### src/rtl/rotor_stepper.sv
// rotor_stepper: upstream stage of the rotor chain.
// Accepts one-hot letters, applies Enigma odometer stepping (with the middle-rotor
// double-step) before encipherment, and presents each letter with its post-step
// rotor positions through a one-entry output register. Also loads keys and flags
// letters that are not exactly one-hot.
module rotor_stepper #(
    parameter int NOTCH_FAST = 16,
    parameter int NOTCH_MID  = 4,
    parameter int CNT_W      = 16
) (
    input  logic             clk,
    input  logic             rst_n,
    input  logic             load_valid,
    input  logic [4:0]       load_pos_fast,
    input  logic [4:0]       load_pos_mid,
    input  logic [4:0]       load_pos_slow,
    input  logic             in_valid,
    input  logic [25:0]      in_char,
    output logic             in_ready,
    output logic             out_valid,
    input  logic             out_ready,
    output logic [25:0]      out_char,
    output logic [4:0]       out_pos_fast,
    output logic [4:0]       out_pos_mid,
    output logic [4:0]       out_pos_slow,
    output logic             out_err,
    output logic [CNT_W-1:0] char_count
);

    localparam logic [4:0] NOTCH_F = NOTCH_FAST[4:0];
    localparam logic [4:0] NOTCH_M = NOTCH_MID[4:0];

    // Fold a 5-bit key value into 0..25 (26..31 map to 0..5).
    function automatic logic [4:0] mod26(input logic [4:0] v);
        return (v >= 5'd26) ? (v - 5'd26) : v;
    endfunction

    // Advance one rotor position, 25 wraps to 0.
    function automatic logic [4:0] inc26(input logic [4:0] v);
        return (v == 5'd25) ? 5'd0 : (v + 5'd1);
    endfunction

    logic [4:0] pos_fast;
    logic [4:0] pos_mid;
    logic [4:0] pos_slow;
    logic [4:0] step_fast;
    logic [4:0] step_mid_pos;
    logic [4:0] step_slow_pos;
    logic       accept;
    logic       one_hot;

    assign in_ready = !load_valid && (!out_valid || out_ready);
    assign accept   = in_valid && in_ready;
    assign one_hot  = (in_char != 26'd0) && ((in_char & (in_char - 26'd1)) == 26'd0);

    // Odometer stepping: middle steps on fast notch or on its own notch (double-step).
    always_comb begin
        step_fast     = inc26(pos_fast);
        step_mid_pos  = pos_mid;
        step_slow_pos = pos_slow;
        if ((pos_fast == NOTCH_F) || (pos_mid == NOTCH_M)) begin
            step_mid_pos = inc26(pos_mid);
        end
        if (pos_mid == NOTCH_M) begin
            step_slow_pos = inc26(pos_slow);
        end
    end

    // Rotor position state: key load has priority, malformed letters do not step.
    always_ff @(posedge clk or negedge rst_n) begin
        if (!rst_n) begin
            pos_fast <= 5'd0;
            pos_mid  <= 5'd0;
            pos_slow <= 5'd0;
        end else if (load_valid) begin
            pos_fast <= mod26(load_pos_fast);
            pos_mid  <= mod26(load_pos_mid);
            pos_slow <= mod26(load_pos_slow);
        end else if (accept && one_hot) begin
            pos_fast <= step_fast;
            pos_mid  <= step_mid_pos;
            pos_slow <= step_slow_pos;
        end
    end

    // One-entry output register: refills on accept, drains on out_ready, holds otherwise.
    always_ff @(posedge clk or negedge rst_n) begin
        if (!rst_n) begin
            out_valid    <= 1'b0;
            out_char     <= 26'd0;
            out_pos_fast <= 5'd0;
            out_pos_mid  <= 5'd0;
            out_pos_slow <= 5'd0;
            out_err      <= 1'b0;
            char_count   <= '0;
        end else if (accept) begin
            out_valid <= 1'b1;
            out_char  <= in_char;
            out_err   <= !one_hot;
            if (one_hot) begin
                out_pos_fast <= step_fast;
                out_pos_mid  <= step_mid_pos;
                out_pos_slow <= step_slow_pos;
                char_count   <= char_count + 1'b1;
            end else begin
                out_pos_fast <= pos_fast;
                out_pos_mid  <= pos_mid;
                out_pos_slow <= pos_slow;
            end
        end else if (out_ready) begin
            out_valid <= 1'b0;
        end
    end

endmodule

### config.mk
export PLATFORM = sky130hd
export DESIGN_NAME = rotor_stepper
export DESIGN_NICKNAME = d
export VERILOG_FILES = /design/src/rtl/rotor_stepper.sv
export SDC_FILE = /design/constraint.sdc
export NUM_CORES = 1
export LEC_CHECK = 0
export ABC_AREA = 1
export CELL_PAD_IN_SITES_DETAIL_PLACEMENT = 1
export CELL_PAD_IN_SITES_GLOBAL_PLACEMENT = 1
export CORE_MARGIN = 5
export CORE_UTILIZATION = 36
export CTS_CLUSTER_DIAMETER = 150
export DETAILED_ROUTE_END_ITERATION = 6
export GPL_TIMING_DRIVEN = 0
export MAX_ROUTING_LAYER = met4
export PLACE_DENSITY = 0.92
export RECOVER_POWER = 50
export REMOVE_ABC_BUFFERS = 1
export SYNTH_ARGS = -nofsm -noshare
export SYNTH_HDL_FRONTEND = slang
export SYNTH_SLANG_ARGS = --single-unit
### constraint.sdc
create_clock -name clk -period 2.6 [get_ports clk]
set_input_delay 0.39 -clock clk [delete_from_list [all_inputs] [get_ports clk]]
set_output_delay 0.39 -clock clk [all_outputs]
set_load 0.05 [all_outputs]
### Word level (Yosys, flattened, before mapping)

Cells that the tools add are included.

| storage, ports and cells | value |
|---|---|
| bits of input ports | 46 |
| output and inout port bits | 60 |
| logic and storage cells | 60 |
| register bits after elaboration | 74 |

| cells by class | value |
|---|---|
| bitwise gates (word level) | 1 |
| equality and inequality tests | 5 |
| reduce and logical (&&, ||, !) cells | 14 |
| $add $sub $neg | 8 |
| magnitude comparators | 3 |
| mux-type cells | 19 |

Operator list:

| kind | number |
|---|---|
| $mux W5 | 17 |
| $and A26 B26 Y26 | 1 |
| $logic_not A26 Y1 | 1 |
| $reduce_bool A26 Y1 | 1 |
| $sub A26 B1 Y26 const B | 1 |
| $eq A5 B5 Y1 const B | 4 |
| $add A16 B1 Y16 const B | 1 |
| $add A5 B1 Y5 const B | 3 |
| $ge A5 B5 Y1 const B | 3 |
| $sub A5 B5 Y5 const B | 3 |
| $eq A5 B3 Y1 const B | 1 |
| $logic_and A1 B1 Y1 | 4 |
| $reduce_bool A2 Y1 | 2 |
| $logic_not A1 Y1 | 3 |
| $logic_or A1 B1 Y1 | 2 |
| $mux W1 | 2 |
| $reduce_and A2 Y1 | 1 |

### Logic depth before layout (Yosys ltp)

| depth | value |
|---|---|
| word-level depth | 7 |
| mapped depth | 14 |
| depth with buffers taken out | 13 |

### Worst setup path after synthesis

No wires, ideal clock.

| timing | value |
|---|---|
| kind | register -> register |
| start | register out_valid |
| end | register pos_fast[1] |
| clock period less this slack | 2.671 ns |
| slack | -0.071 ns |
| library setup time | 0.117 ns |
| path buffers | 1 |
| stages on the path, launching flop included | 8 |
| arrival time | 2.554 ns |
| required time | 2.483 ns |
| cells stage by stage | dfrtp_1 a21oi_1 nand2_1 inv_2 nand4_4 buf_2 nand3_1 nand2_1 |

| on the way | value |
|---|---|
| cells in the longest elaborated chain, start to end | 6 |

RTL lines:

| item | line | source |
|---|---|---|
| start, declared | 20 | `output logic out_valid,` |
| start signal, assigned | 89 | `out_valid <= 1'b0;` |
| start signal, assigned | 97 | `out_valid <= 1'b1;` |
| start signal, assigned | 111 | `out_valid <= 1'b0;` |
| $logic_not A1 Y1 | 52 | `assign in_ready = !load_valid && (!out_valid \|\| out_ready);` |
| $logic_or A1 B1 Y1 | 52 |  |
| $logic_and A1 B1 Y1 | 52 |  |
| named net in_ready | 19 | `output logic in_ready,` |
| $logic_and A1 B1 Y1 | 53 | `assign accept = in_valid && in_ready;` |
| $logic_and A1 B1 Y1 | 79 | `end else if (accept && one_hot) begin` |
| $reduce_bool A2 Y1 (no source line) | n/a |  |
| end signal, assigned | 76 | `pos_fast <= mod26(load_pos_fast);` |
| end signal, assigned | 80 | `pos_fast <= step_fast;` |
| end, declared | 43 | `logic [4:0] pos_fast;` |

The timed path passes the listed nets, and every way through them passes these cells.
A chain may end at the register's enable or synchronous reset.

### Final worst setup path

| timing | value |
|---|---|
| start | input port load_valid |
| end | output port in_ready |

| on the way | value |
|---|---|
| cells in the longest elaborated chain, start to end | 2 |

RTL lines:

| item | line | source |
|---|---|---|
| start, declared | 13 | `input logic load_valid,` |
| $logic_not A1 Y1 | 52 |  |
| $logic_and A1 B1 Y1 | 52 |  |
| end, declared | 19 |  |

No other way between the ends.

==> impl_metrics.env <==
export IMPL_status="finished with violations"
export IMPL_violations="capacitance limit, slew limit"
export IMPL_clock_sinks=74
export IMPL_finalMaxSlewViolations=35
export IMPL_clk_latency_ns=0.33
export IMPL_ctsHoldBuffers=0
export IMPL_crit_fanout=8
export IMPL_finalSetupViolations=0
export IMPL_yosys_area_share_simple=0.415
export IMPL_die_area_mm2=0.0160
export IMPL_tightest_slew_ns=1.97
export IMPL_syn_inst=723
export IMPL_crit_buf_inv=2
export IMPL_synth_edf_count=0
export IMPL_min_path_type="flop to flop"
export IMPL_die_x_um=127
export IMPL_ir_drop_mv=0.280
export IMPL_worstPathRequired_ns=2.21
export IMPL_startpoint_type="input pin"
export IMPL_min_period_ns=2.51
export IMPL_async_flop_share=1.00
export IMPL_ys_seq_area_frac=0.379
export IMPL_fin_skew_ns=0.00766
export IMPL_ys_seq_elements=74
export IMPL_slowest_delay_ns=0.84
export IMPL_gp_congestion=0.876
export IMPL_critPathTopFamily="buffers and inverters"
export IMPL_layout_nets=885
export IMPL_grt_total_usage=0.201
export IMPL_drt_vias_per_instance=5.19
export IMPL_clk_pin_slew_ns=0.06
export IMPL_synth_top_family_by_area="simple AND/OR/NAND/NOR gates"
export IMPL_area_growth_pct=33.8
export IMPL_globalRouteOverflowTotal=0
export IMPL_synth_distinct_cells=39
export IMPL_numPortBuffers=105
export IMPL_cts_tree="built"
export IMPL_final_common_cell="nand2_1"
export IMPL_synth_compound_area_frac=0.0706
export IMPL_leakagePower_nw=3.11
export IMPL_ios=106
export IMPL_grt_pass1_wl_um=26000
export IMPL_num_vias=5227
export IMPL_path_cells="clkdlybuf4s50_1 > a21oi_1 > clkdlybuf4s50_1"
export IMPL_fillerInstances=1726
export IMPL_netlist_area_mm2=0.00489
export IMPL_synthMuxAreaShare=0
export IMPL_endpoint_kind="output port"
export IMPL_cts_buffers_inserted=9
export IMPL_cp_slowest_cell="clkdlybuf4s50_1"
export IMPL_diodes=0
export IMPL_mostFrequentLayoutCells="254 x nand2_1, 87 x clkdlybuf4s50_1, 74 x nand3_1, 74 x dfrtp_1, 70 x nor2_1"
export IMPL_grt_pass1_vias=5306
export IMPL_slew_headroom=-0.313
export IMPL_dp_slack_ns=-1.03
export IMPL_cts_root_buf="clkbuf_16"
export IMPL_max_freq_mhz=398
export IMPL_path_common_cell="clkdlybuf4s50_1"
export IMPL_drv_cap=1
export IMPL_dr_first_iter_drc_count=288
export IMPL_cts_buffer_depth=2
export IMPL_grt_max_degree=64
export IMPL_power_density_mw_per_mm2=597
export IMPL_synth_xor_xnor_area_share=0.0287
export IMPL_antenna_found_initial=0
export IMPL_rows=42
export IMPL_drc=0
export IMPL_core_area_mm2=0.0133
export IMPL_drt_wl_total_um=16000
export IMPL_fin_ws_ns=0.0873
export IMPL_ys_warn_count=0
export IMPL_fin_hold_ws_ns=0.473
export IMPL_firstDrtPassIters=5
export IMPL_fp_dieH_um=127
export IMPL_synthFlopType="dfrtp_1"
export IMPL_synth_avg_cell_area_um2=6.76
export IMPL_htreeDepth=3
export IMPL_detail_route_antenna_nets=0
export IMPL_placed_area_mm2=0.00609
export IMPL_period_share=0.966
export IMPL_hold_viol_final=0
export IMPL_initial_core_util=0.368
export IMPL_crit_arrival_ns=2.12
export IMPL_stdcell_area_mm2=0.00654
export IMPL_wl_per_cell_um=15.8
export IMPL_drive_gt1_frac=0.0613
export IMPL_dp_hpwl_um=11400
export IMPL_synth_adder_area_share=0.0307
export IMPL_crit_type="input pin to output port"
==> registers in the layout (all words and copies together) (netlist names) <==
| name | cells |
|---|---|
| char_count | 16 |
| out_char | 26 |
| out_err | 1 |
| out_pos_fast | 5 |
| out_pos_mid | 5 |
| out_pos_slow | 5 |
| out_valid | 1 |
| pos_fast | 5 |
| pos_mid | 5 |
| pos_slow | 5 |
==> power by group <==
group	total (mW)	leakage [nW]	switching (mW)	internal, mW
Sequential	1.41	0.946	0.112	1.30
Clock	1.27	0.147	0.479	0.796
Combinational	1.22	2.02	0.824	0.397
Total	3.90	3.11	1.41	2.49
==> metal layers <==
metal / track usage / wire, µm / vias to the layer above
met5: - / 0 / -
met2: 0.344 / 8060 / 118
met3: 0.0277 / 562 / 17
li1: - / - / 2557
met1: 0.249 / 7070 / 2535
met4: 0.0549 / 251 / 0
==> stage by stage <==
stage | TNS (ns) | utilization | cells | power (mW)
finish | 0 | 0.492 | 1008 | 3.90
global placement | -230.22 | 0.455 | 980 | 2.62
detailed placement | -45.06 | 0.458 | 982 | 2.65
floorplan | -79.30 | - | 699 | 2.16
global route | -0.169 | 0.492 | 1008 | 4.09
CTS | 0 | 0.487 | 1006 | 3.95
==> tightest hold or removal path, delay by kind of cell (launching register included) <==
kind / cells / cell delay, ns
flip-flops: 1 / 0.34
AND/OR/NAND/NOR: 2 / 0.10
==> path summary, 6_finish.rpt <==
check                                              from                    endpoint  depth (start not counted)  slack (ns)
max in group asynchronous                         rst_n     out_char[5]$_DFFE_PN0P_                          1        0.85
worst max register to register   pos_mid[0]$_DFFE_PN0P_      pos_mid[4]$_DFFE_PN0P_                         12        0.28
worst min register to register  out_char[7]$_DFFE_PN0P_     out_char[7]$_DFFE_PN0P_                          2        0.47
min in group asynchronous                         rst_n  char_count[14]$_DFFE_PN0P_                          1        0.61
worst min-delay path            out_char[7]$_DFFE_PN0P_     out_char[7]$_DFFE_PN0P_                          2        0.47
worst max-delay path                         load_valid                    in_ready                          3        0.09
==> cell type report <==
| class | instances | area [µm²] | share of cell area |
|---|---|---|---|
| sequential | 74 | 1850 | 0.283 |
| clock buffer | 14 | 264 | 0.0404 |
| tap | 176 | 220 | 0.0337 |
| inverter | 70 | 270 | 0.0413 |
| multi-input combinational | 556 | 2740 | 0.419 |
| timing repair buffer | 116 | 1160 | 0.177 |
| clock inverter | 2 | 35.0 | 0.00536 |
==> timing repair <==
| action | CTS | global route |
|---|---|---|
| pin swaps | 2 | 3 |
| setup buffers | 8 | 1 |
| gates cloned | 0 | 1 |
| endpoints found under the hold margin | 0 | 0 |
| setup endpoints to repair | 47 | 40 |
| gates resized for setup | 6 | 15 |
==> kinds of logic (layout without fill, tap and decap cells) <==
| logic type | after synthesis | after routing |
|---|---|---|
| compound gates | 60 | 60 |
| xor+xnor | 16 | 16 |
| fa+ha+maj | 12 | 12 |
| buf+inv | 94 | 202 |
| flops | 74 | 74 |
| simple gates | 467 | 468 |
==> cells in the mapped netlist (all sizes together), types with 6 or more instances <==
cell    count  area [µm²]
nand2     258         981
nor2       85         347
nand3      76         390
dfrtp      74        1850
inv        70         263
o21ai      41         205
nand4      35         234
clkbuf     14        52.6
ha         12         150
buf        10        57.6
xnor2      10        87.6
nor3        7        35.0
a21oi       6        45.1
xor2        6        52.6
Note: power is estimated with default switching activity, not from simulation.
